===== src/rtl/card_dealer_pkg.sv =====
// Shared types and deck constants for the card dealer and its consumers.
// Category decode helper lets game logic map a dealt index to suspect/weapon/room.
package card_dealer_pkg;

    typedef enum logic [1:0] {
        IDLE  = 2'd0,
        DRAW  = 2'd1,
        SCAN  = 2'd2,
        OFFER = 2'd3
    } dealer_state_e;

    typedef enum logic [1:0] {
        CAT_SUSPECT = 2'd0,
        CAT_WEAPON  = 2'd1,
        CAT_ROOM    = 2'd2,
        CAT_INVALID = 2'd3
    } card_cat_e;

    localparam int NUM_SUSPECTS   = 6;
    localparam int NUM_WEAPONS    = 6;
    localparam int NUM_ROOMS      = 9;
    localparam int SUSPECT_BASE   = 0;
    localparam int WEAPON_BASE    = 6;
    localparam int ROOM_BASE      = 12;
    localparam int CLUE_DECK_SIZE = NUM_SUSPECTS + NUM_WEAPONS + NUM_ROOMS;

    function automatic card_cat_e card_category(input logic [4:0] idx);
        card_cat_e cat;
        if (int'(idx) < WEAPON_BASE) begin
            cat = CAT_SUSPECT;
        end else if (int'(idx) < ROOM_BASE) begin
            cat = CAT_WEAPON;
        end else if (int'(idx) < CLUE_DECK_SIZE) begin
            cat = CAT_ROOM;
        end else begin
            cat = CAT_INVALID;
        end
        return cat;
    endfunction

endpackage


===== src/rtl/card_dealer_if.sv =====
// Card delivery handshake between the dealer (master) and the game logic (slave).
// CARD_DEALER_STATS_EN adds the rejection counter and scan-used flag.
interface card_dealer_if #(
    parameter int IDX_WIDTH = 5
);
    logic                 card_valid;
    logic                 card_ready;
    logic [IDX_WIDTH-1:0] card_idx;
    logic [IDX_WIDTH:0]   deal_count;
    logic                 done;
`ifdef CARD_DEALER_STATS_EN
    logic [15:0]          reject_total;
    logic                 scan_used;
`endif

    modport master (
        output card_valid,
        output card_idx,
        output deal_count,
        output done,
`ifdef CARD_DEALER_STATS_EN
        output reject_total,
        output scan_used,
`endif
        input  card_ready
    );

    modport slave (
        input  card_valid,
        input  card_idx,
        input  deal_count,
        input  done,
`ifdef CARD_DEALER_STATS_EN
        input  reject_total,
        input  scan_used,
`endif
        output card_ready
    );

endinterface


===== src/rtl/card_dealer_dealt_scan.sv =====
// Find-first-zero over the dealt mask: lowest undealt index plus a found flag.
module dealt_scan #(
    parameter int NUM_CARDS = 21,
    parameter int IDX_WIDTH = 5
) (
    input  logic [NUM_CARDS-1:0] i_mask,
    output logic [IDX_WIDTH-1:0] o_idx,
    output logic                 o_found
);

    // Walk from the top down so the lowest zero bit is the last one written.
    always_comb begin
        o_idx   = {IDX_WIDTH{1'b0}};
        o_found = 1'b0;
        for (int i = NUM_CARDS - 1; i >= 0; i--) begin
            o_idx   = i_mask[i] ? o_idx : IDX_WIDTH'(i);
            o_found = o_found | ~i_mask[i];
        end
    end

endmodule


===== src/rtl/card_dealer.sv =====
// Deals a no-repeat permutation of NUM_CARDS indices by rejection sampling rand_in,
// with a scan fallback after MAX_TRIES rejections. Optional stats: CARD_DEALER_STATS_EN.
module card_dealer
    import card_dealer_pkg::*;
#(
    parameter int RAND_WIDTH = 32,
    parameter int NUM_CARDS  = 21,
    parameter int IDX_WIDTH  = 5,
    parameter int MAX_TRIES  = 16
) (
    input  logic                  clk,
    input  logic                  reset,
    input  logic [RAND_WIDTH-1:0] rand_in,
    input  logic                  start,
    output logic                  busy,
    card_dealer_if.master         deal_if
);

    localparam int                 CNT_W      = IDX_WIDTH + 1;
    localparam int                 TRY_W      = $clog2(MAX_TRIES + 1);
    localparam int                 EXT_W      = 2 ** IDX_WIDTH;
    localparam logic [CNT_W-1:0]   LP_NUM     = CNT_W'(NUM_CARDS);
    localparam logic [CNT_W-1:0]   CNT_ONE    = CNT_W'(1);
    localparam logic [TRY_W-1:0]   TRY_ONE    = TRY_W'(1);
    localparam logic [TRY_W-1:0]   TRY_LIMIT  = TRY_W'(MAX_TRIES);

    dealer_state_e          r_state;
    dealer_state_e          w_next_state;
    logic [NUM_CARDS-1:0]   r_dealt;
    logic [IDX_WIDTH-1:0]   r_card_idx;
    logic [CNT_W-1:0]       r_deal_count;
    logic [TRY_W-1:0]       r_tries;
    logic                   r_done;

    logic [IDX_WIDTH-1:0]   w_cand;
    logic [EXT_W-1:0]       w_dealt_ext;
    logic                   w_cand_ok;
    logic [TRY_W-1:0]       w_tries_inc;
    logic                   w_tries_max;
    logic [CNT_W-1:0]       w_count_inc;
    logic                   w_last;
    logic [NUM_CARDS-1:0]   w_onehot;
    logic [IDX_WIDTH-1:0]   w_scan_idx;
    logic                   w_scan_found;
    logic                   w_card_valid;
    logic                   w_busy;
    logic                   w_unused_rand;

    // Only the low IDX_WIDTH bits form a candidate; the rest of the word is ignored.
    assign w_cand        = rand_in[IDX_WIDTH-1:0];
    assign w_unused_rand = ^rand_in;
    assign w_dealt_ext   = EXT_W'(r_dealt);
    assign w_cand_ok     = ({1'b0, w_cand} < LP_NUM) && !w_dealt_ext[w_cand];
    assign w_tries_inc   = r_tries + TRY_ONE;
    assign w_tries_max   = (w_tries_inc >= TRY_LIMIT);
    assign w_count_inc   = r_deal_count + CNT_ONE;
    assign w_last        = (w_count_inc == LP_NUM);
    assign w_onehot      = NUM_CARDS'(1) << r_card_idx;

    dealt_scan #(
        .NUM_CARDS (NUM_CARDS),
        .IDX_WIDTH (IDX_WIDTH)
    ) u_dealt_scan (
        .i_mask  (r_dealt),
        .o_idx   (w_scan_idx),
        .o_found (w_scan_found)
    );

    // State register.
    always_ff @(posedge clk) begin
        if (reset) begin
            r_state <= IDLE;
        end else begin
            r_state <= w_next_state;
        end
    end

    // Next-state decode.
    always_comb begin
        w_next_state = r_state;
        case (r_state)
            IDLE: begin
                if (start) begin
                    w_next_state = DRAW;
                end else begin
                    w_next_state = IDLE;
                end
            end
            DRAW: begin
                if (w_cand_ok) begin
                    w_next_state = OFFER;
                end else if (w_tries_max) begin
                    w_next_state = SCAN;
                end else begin
                    w_next_state = DRAW;
                end
            end
            SCAN: begin
                // A clear mask bit always exists while cards remain; abort otherwise.
                if (w_scan_found) begin
                    w_next_state = OFFER;
                end else begin
                    w_next_state = IDLE;
                end
            end
            OFFER: begin
                if (deal_if.card_ready) begin
                    w_next_state = w_last ? IDLE : DRAW;
                end else begin
                    w_next_state = OFFER;
                end
            end
            default: w_next_state = IDLE;
        endcase
    end

    // Output decode from the state register.
    always_comb begin
        w_busy       = 1'b0;
        w_card_valid = 1'b0;
        case (r_state)
            IDLE:    begin w_busy = 1'b0; w_card_valid = 1'b0; end
            DRAW:    begin w_busy = 1'b1; w_card_valid = 1'b0; end
            SCAN:    begin w_busy = 1'b1; w_card_valid = 1'b0; end
            OFFER:   begin w_busy = 1'b1; w_card_valid = 1'b1; end
            default: begin w_busy = 1'b0; w_card_valid = 1'b0; end
        endcase
    end

    // Deal datapath: dealt mask, latched card, accepted count, retry counter, done pulse.
    always_ff @(posedge clk) begin
        if (reset) begin
            r_dealt      <= {NUM_CARDS{1'b0}};
            r_card_idx   <= {IDX_WIDTH{1'b0}};
            r_deal_count <= {CNT_W{1'b0}};
            r_tries      <= {TRY_W{1'b0}};
            r_done       <= 1'b0;
        end else begin
            r_done <= 1'b0;
            case (r_state)
                IDLE: begin
                    if (start) begin
                        r_dealt      <= {NUM_CARDS{1'b0}};
                        r_deal_count <= {CNT_W{1'b0}};
                        r_tries      <= {TRY_W{1'b0}};
                    end
                end
                DRAW: begin
                    if (w_cand_ok) begin
                        r_card_idx <= w_cand;
                        r_tries    <= {TRY_W{1'b0}};
                    end else begin
                        r_tries    <= w_tries_inc;
                    end
                end
                SCAN: begin
                    r_card_idx <= w_scan_idx;
                    r_tries    <= {TRY_W{1'b0}};
                end
                OFFER: begin
                    if (deal_if.card_ready) begin
                        r_dealt      <= r_dealt | w_onehot;
                        r_deal_count <= w_count_inc;
                        r_done       <= w_last;
                    end
                end
                default: begin
                    r_tries <= {TRY_W{1'b0}};
                end
            endcase
        end
    end

    assign busy               = w_busy;
    assign deal_if.card_valid = w_card_valid;
    assign deal_if.card_idx   = r_card_idx;
    assign deal_if.deal_count = r_deal_count;
    assign deal_if.done       = r_done;

`ifdef CARD_DEALER_STATS_EN
    logic [15:0] r_reject_total;
    logic        r_scan_used;

    // Per-deal rejection count (saturating) and sticky scan flag.
    always_ff @(posedge clk) begin
        if (reset) begin
            r_reject_total <= 16'h0000;
            r_scan_used    <= 1'b0;
        end else if (r_state == IDLE && start) begin
            r_reject_total <= 16'h0000;
            r_scan_used    <= 1'b0;
        end else begin
            if (r_state == DRAW && !w_cand_ok && r_reject_total != 16'hFFFF) begin
                r_reject_total <= r_reject_total + 16'h0001;
            end
            if (r_state == SCAN) begin
                r_scan_used <= 1'b1;
            end
        end
    end

    assign deal_if.reject_total = r_reject_total;
    assign deal_if.scan_used    = r_scan_used;
`endif

endmodule


===== src/flat_wrapper.sv =====
// flat-port wrapper written by rule: the top's interface ports become plain ports
module card_dealer_flat import card_dealer_pkg::*;
#(
    parameter int RAND_WIDTH = 32,
    parameter int NUM_CARDS  = 21,
    parameter int IDX_WIDTH  = 5,
    parameter int MAX_TRIES  = 16
)
  (clk, reset, rand_in, start, busy, deal_if_card_valid, deal_if_card_idx, deal_if_deal_count, deal_if_done, deal_if_card_ready);
  card_dealer_if #(.IDX_WIDTH(IDX_WIDTH)) deal_if_i ();
  input  logic clk;
  input  logic reset;
  input  logic [RAND_WIDTH-1:0] rand_in;
  input  logic start;
  output logic busy;
  output wire logic [$bits(deal_if_i.card_valid)-1:0] deal_if_card_valid;
  output wire logic [$bits(deal_if_i.card_idx)-1:0] deal_if_card_idx;
  output wire logic [$bits(deal_if_i.deal_count)-1:0] deal_if_deal_count;
  output wire logic [$bits(deal_if_i.done)-1:0] deal_if_done;
  input wire logic [$bits(deal_if_i.card_ready)-1:0] deal_if_card_ready;
  assign deal_if_card_valid = deal_if_i.card_valid;
  assign deal_if_card_idx = deal_if_i.card_idx;
  assign deal_if_deal_count = deal_if_i.deal_count;
  assign deal_if_done = deal_if_i.done;
  assign deal_if_i.card_ready = deal_if_card_ready;
  card_dealer #(.RAND_WIDTH(RAND_WIDTH), .NUM_CARDS(NUM_CARDS), .IDX_WIDTH(IDX_WIDTH), .MAX_TRIES(MAX_TRIES)) u_core (.clk(clk), .reset(reset), .rand_in(rand_in), .start(start), .busy(busy), .deal_if(deal_if_i));
endmodule

===== config.mk =====
export PLATFORM = sky130hd
export DESIGN_NAME = card_dealer_flat
export DESIGN_NICKNAME = d
export VERILOG_FILES = /design/src/rtl/card_dealer_pkg.sv /design/src/rtl/card_dealer_if.sv /design/src/rtl/card_dealer_dealt_scan.sv /design/src/rtl/card_dealer.sv /design/src/flat_wrapper.sv
export SDC_FILE = /design/constraint.sdc
export NUM_CORES = 1
export LEC_CHECK = 0
export ABC_AREA = 1
export CORE_ASPECT_RATIO = 0.8
export CORE_UTILIZATION = 25
export CTS_CLUSTER_SIZE = 14
export DETAILED_ROUTE_END_ITERATION = 10
export GPL_TIMING_DRIVEN = 1
export PLACE_DENSITY_LB_ADDON = 0.2
export SLEW_MARGIN = 5
export SYNTH_ARGS = -nofsm -noshare
export SYNTH_HDL_FRONTEND = slang
export SYNTH_HIERARCHICAL = 1
export SYNTH_SLANG_ARGS = --single-unit

===== constraint.sdc =====
create_clock -name clk -period 1.6 [get_ports clk]
set_input_delay 0.32 -clock clk [delete_from_list [all_inputs] [get_ports clk]]
set_output_delay 0.32 -clock clk [all_outputs]
set_load 0.02 [all_outputs]

**Word-level counts from Yosys, hierarchy flattened**

Cells that the tools add are included.
W data, S select, Z words.

- Register bits after elaboration: 40
- Input port bits: 36
- Word-level logic and storage cells: 118

- $add $sub $neg: 2
- Magnitude comparators: 3
- Equality and inequality tests: 7
- Shifts and indexed selects: 1
- Multiplexer cells: 43
- Bitwise gates (word level): 44
- Reduce and logical (&&, ||, !) cells: 12

Operators with widths:

| kind | count |
|---|---|
| $mux W5 | 24 |
| $mux W21 | 2 |
| $pmux W21 S2 | 1 |
| $not A1 Y1 | 23 |
| $or A21 B21 Y21 | 1 |
| $shl A1 B5 Y21 const A | 1 |
| $or A1 B1 Y1 | 20 |
| $pmux W5 S3 | 1 |
| $mux W6 | 2 |
| $pmux W6 S2 | 1 |
| $pmux W5 S2 | 1 |
| $reduce_or A3 Y1 | 3 |
| $mux W2 | 4 |
| $pmux W2 S4 | 1 |
| $add A6 B1 Y6 const B | 1 |
| $eq A6 B5 Y1 const B | 1 |
| $lt A5 B6 Y1 const B | 1 |
| $add A5 B1 Y5 const B | 1 |
| $bmux W1 S5 | 1 |
| $ge A5 B5 Y1 const B | 1 |
| $lt A5 B5 Y1 const B | 1 |
| $eq A2 B2 Y1 const B | 2 |
| $ne A2 B2 Y1 const B | 2 |
| $pmux W1 S2 | 2 |
| 10 further kinds | 14 |

**Depth between registers and ports, before layout**

- Depth in word-level cells: 23
- Gate-level depth with buffers: 22
- Mapped depth without buffers: 22

**By module**

The synthesis kept the hierarchy.

Modules (own cells, without submodules):

| module | times used | cells an instance | area each (µm²) | seq. area each (µm²) |
|---|---|---|---|---|
| card_dealer | 1 | 291 | 2067.0 | 800.8 |
| dealt_scan | 1 | 51 | 222.7 | 0.0 |

**Least setup slack after synthesis**

OpenSTA, ideal clock, no wires.

- Path kind: register to register
- Start point: register u_core.r_dealt[19]
- End point: register u_core.r_card_idx[0] (netlist: u_core/deal_if.card_idx[0])
- Library setup time: 0.131 ns
- Arrival: 1.531 ns
- Required time: 1.469 ns
- Slack: -0.062 ns
- Cell stages (with the launch flop): 23
- Buffers on the path: 0
- Cell sequence: dfxtp_1 inv_1 nand2_1 nand2_1 nand2_1 nand2_1 nand2_1 nand2_1 nand2_1 nand2_1 nand2_1 nand2_1 nand2_1 nand2_1 nand2_1 nand2_1 nand2_1 nand2_1 nand2_1 a21oi_2 mux2_2 nand2_1 a21oi_2

- Longest elaborated chain between the ends: 21
- Elaborated cells between the ends (all ways): 27
- Those cells by class: eq/ne: 1; mux: 23; reduce/logical: 3

Ends and longest elaborated chain:

| element | line | RTL |
|---|---|---|
| from (decl) | card_dealer.sv:29 | `logic [NUM_CARDS-1:0] r_dealt;` |
| from (signal assigned) | card_dealer.sv:133 | `r_dealt <= {NUM_CARDS{1'b0}};` |
| from (signal assigned) | card_dealer.sv:143 | `r_dealt <= {NUM_CARDS{1'b0}};` |
| from (signal assigned) | card_dealer.sv:162 | `r_dealt <= r_dealt \| w_onehot;` |
| $mux W5 (20 in a row) | card_dealer_dealt_scan.sv:16 | `o_idx = i_mask[i] ? o_idx : IDX_WIDTH'(i);` |
| named net u_core.w_scan_idx[0] | card_dealer.sv:43 | `logic [IDX_WIDTH-1:0] w_scan_idx;` |
| $pmux W5 S2 | card_dealer.sv:140 | `case (r_state)` |
| to (signal assigned) | card_dealer.sv:134 | `r_card_idx <= {IDX_WIDTH{1'b0}};` |
| to (signal assigned) | card_dealer.sv:150 | `r_card_idx <= w_cand;` |
| to (signal assigned) | card_dealer.sv:157 | `r_card_idx <= w_scan_idx;` |
| to (decl) | card_dealer.sv:30 | `logic [IDX_WIDTH-1:0] r_card_idx;` |

The timed path passes the listed nets, and every way through them passes these cells. The select of a mux whose other input is x is not followed.
A chain may end at the register's enable or synchronous reset.

**Final worst setup path**

Ends and elaborated chain as after synthesis.

==> insert_results.sql <==
INSERT INTO impl_metrics (metric_group, metric, value, unit) VALUES
('status', 'status', 'finished with violations', ''),
('status', 'failing_checks', 'negative setup slack', ''),
('clock_tree', 'cts-hold-fix-buffers', '0', ''),
('power', 'internal_power', '2.00', 'mW'),
('yosys', 'ys_seq_elements', '40', ''),
('place', 'placedInstanceArea', '2860', 'um^2'),
('yosys', 'synth_cell_type_count', '33', ''),
('min_path', 'min_path_type', 'reg2reg', ''),
('cells_and_area', 'post-route-cell-area', '3120', 'um^2'),
('clock_tree', 'clock_buffers_created_by_tritoncts', '5', ''),
('timing', 'timing.final.max_slew_violations', '0', ''),
('routing', 'route.detailed.drc', '0', ''),
('yosys', 'synth_top_cells_by_area', 'dfxtp_1 (35%), nand2_1 (14%), nand3_1 (7.7%)', ''),
('place', 'pre_cts_slack', '-401', 'ps'),
('clock_tree', 'tritoncts', 'built', ''),
('routing', 'detail-route-antenna-nets', '0', ''),
('yosys', 'synth.top_cell.area_share', '35.0', '%'),
('cells_and_area', 'n_antenna_cell', '0', ''),
('timing', 'final_min_period_over_clock_period', '110', '%'),
('power', 'p_per_area', '904', 'nW/um^2'),
('die', 'floorplan.core_area', '8670', 'um^2'),
('yosys', 'avg_cell_area_syn', '6.70', 'um^2'),
('worst_setup_path', 'worst_ep_required_time', '1770', 'ps'),
('die', 'io_pins', '50', ''),
('worst_setup_path', 'crit_path_max_fanout', '2', ''),
('global_route', 'grt_first_pass_wirelength', '10700', 'um'),
('routing', 'drtIter0Drc', '157', ''),
('worst_setup_path', 'cp-end-kind', 'register', ''),
('power', 'sequentialPowerShare', '37.8', '%'),
('clock_tree', 'clk_pin_slew_worst_paths', '60', 'ps'),
('worst_setup_path', 'critical_path.startpoint_type', 'register', ''),
('power', 'switching_part_of_the_total', '29.2', '%'),
('die', 'floorplan.die.width', '109', 'um'),
('routing', 'via_per_inst', '4.63', ''),
('timing', 'final.hold.worst_slack', '478', 'ps'),
('timing', 'clock_skew', '4.83', 'ps'),
('cells_and_area', 'layout.nets', '436', ''),
('routing', 'wire_per_inst', '12.8', 'um'),
('timing', 'finalSetupViolCount', '2', ''),
('cells_and_area', 'layout-drive-gt1-share', '20.6', '%'),
('clock_tree', 'clockRootBuffer', 'clkbuf_16', ''),
('routing', 'routed-via-count', '2361', ''),
('job', 'drv.max_cap_violation_count', '0', ''),
('yosys', 'share_of_synthesized_cell_area_in_and_or_nand_and_nor_gates', '38.4', '%'),
('global_route', 'grt_antenna_before_repair', '0', ''),
('yosys', 'netlist_instances', '342', ''),
('yosys', 'yosys-mux-area-fraction', '0.492', '%'),
('power', 'max-vdd-ir-drop', '0.000456', 'V'),
('yosys', 'synthDominantAreaCellType', 'dfxtp_1', ''),
('yosys', 'mappedNetlistArea', '2290', 'um^2'),
('timing', 'maximum_frequency_from_static_timing_analysis', '568', 'MHz'),
('yosys', 'synthAdderAreaFrac', '1.64', '%'),
('timing', 'count_of_final_hold_check_violations', '0', ''),
('worst_setup_path', 'setup.worst_path.class', 'reg2reg', ''),
('yosys', 'synth.yosys.seq_area_share', '35.0', '%'),
('timing', 'tightest_slew', '428', 'ps'),
('clock_tree', 'clkSinkCount', '40', ''),
('yosys', 'synth-main-ff-cell', 'dfxtp_1', ''),
('yosys', 'async_flop_share', '0', '%'),
('cells_and_area', 'finish.utilization', '36.0', '%'),
('timing', 'unrepaired_setup_endpoints_after_global_routing', 'yes', ''),
('clock_tree', 'cts-htree-levels', '2', ''),
('place', 'hpwl', '5150', 'um'),
('timing', 'rel_slew_slack', '71.2', '%'),
('global_route', 'total_congestion_overflow_after_global_routing', '0', ''),
('timing', 'finalWorstSetupSlack', '-160', 'ps'),
('place', 'place_congestion', '0.828', ''),
('die', 'std_cell_rows', '30', ''),
('yosys', 'main_combinational_cell_family_by_area_after_synthesis', 'simple AND/OR/NAND/NOR gates', ''),
('global_route', 'grt_pass1_vias', '2160', ''),
('global_route', 'globalRouteTotalUtil', '14.6', '%');
-- kinds of logic (layout without fill, tap and decap cells) --
group,count (synthesis),count (layout)
simple gates,188,188
buf+inv,55,111
compound gates,48,48
flops,40,40
xor+xnor,7,7
fa+ha+maj,3,3
mux,1,1
-- through the flow --
step                setup TNS (ps)  instances
finish                        -274        510
CTS                           -162        508
detailed placement           -4950        500
global placement             -4970        500
floorplan                    -30.4        342
global route                  -753        510
-- state kept, by name, indices dropped and copies added, names as in the netlist --
register,cells
u_core/r_dealt,21
u_core/deal_if.deal_count,6
u_core/deal_if.card_idx,5
u_core/r_tries,5
u_core/r_state,2
u_core/deal_if.done,1
-- area by class of cell --
cell class                      instances  area [um^2]
Tap cell                              112          140
Fill cell                             933         5550
Clock buffer                            5          125
Clock inverter                          3         46.3
Timing Repair Buffer                   59          520
Multi-Input combinational cell        247         1320
Inverter                               44          165
Sequential cell                        40          805
-- worst paths after layout --
path	from	end	slack, ps	depth (start not counted)
worst min register to register	u_core/r_tries[4]	u_core/r_tries[4]	480	2
worst max-delay path	u_core/r_dealt[19]	u_core/deal_if.card_idx[0]	-160	22
worst max register to register	u_core/r_dealt[19]	u_core/deal_if.card_idx[0]	-160	22
worst min-delay path	u_core/r_tries[4]	u_core/r_tries[4]	480	2
-- power groups by stage --
stage | Clock (mW) | Sequential [mW] | Combinational (mW)
after floorplan | 0 | 1.12 | 0.326
after global placement | 0 | 1.09 | 0.583
after detailed placement | 0 | 1.09 | 0.582
after CTS | 1.21 | 1.07 | 0.575
after global routing | 1.26 | 1.07 | 0.649
final | 1.17 | 1.07 | 0.585
-- critical path, stage by stage (launching register included) --
cell and delay, ps:
dfxtp_2 320, inv_1 30, nand2_1 40, nand2_1 40, nand2_1 50, nand2_1 50
nand2_1 50, nand2_1 50, nand2_1 60, nand2_1 50, nand2_1 50, nand2_1 40
nand2_1 60, nand2_1 50, nand2_1 50, nand2_1 40, nand2_1 50, nand2_1 50
nand2_1 70, a21oi_2 50, mux2_2 270, nand2_2 60, a21oi_2 50
-- cells in the final DEF (no fill, tap or decap), types with 6 or more instances in the layout --
cell,instances
inv_1,39
buf_4,32
nand3_1,31
clkdlybuf4s50_1,9
dlygate4sd2_1,10
nand2_1,86
dfxtp_1,37
nand4_1,10
a21oi_1,29
nor2_1,27
nor3_1,6
-- routing by layer --
metal | share of wire (%) | up-vias | GRT usage, %
met5 | 0 | - | 0
met4 | 0.97 | 0 | 4.05
met3 | 4.3 | 5 | 2.60
met2 | 42 | 37 | 21.2
met1 | 53 | 1091 | 21.9
li1 | - | 1228 | -
-- repair_timing --
action | in CTS | in global routing
resized for setup | 17 | 23
cloned | 0 | 0
setup buffers | 0 | 2
pin swaps | 1 | 8
setup endpoints to repair | 20 | 14
-- synth_stat cells, types with 2 or more instances --
library cell	count
nor2_2	3
a21oi_2	2
buf_6	2
nand2_1	88
nand4_1	10
nor4_1	6
ha_1	3
nand3_1	35
nand2_2	3
nor3_1	7
xnor2_1	2
clkbuf_1	2
a31oi_1	3
inv_1	40
buf_4	2
nor2_1	28
xor2_1	5
nor2_4	3
a211oi_1	2
dfxtp_1	40
o21ai_0	7
buf_2	5
inv_2	4
a21oi_1	31
Note: power is estimated with default switching activity, not from simulation.
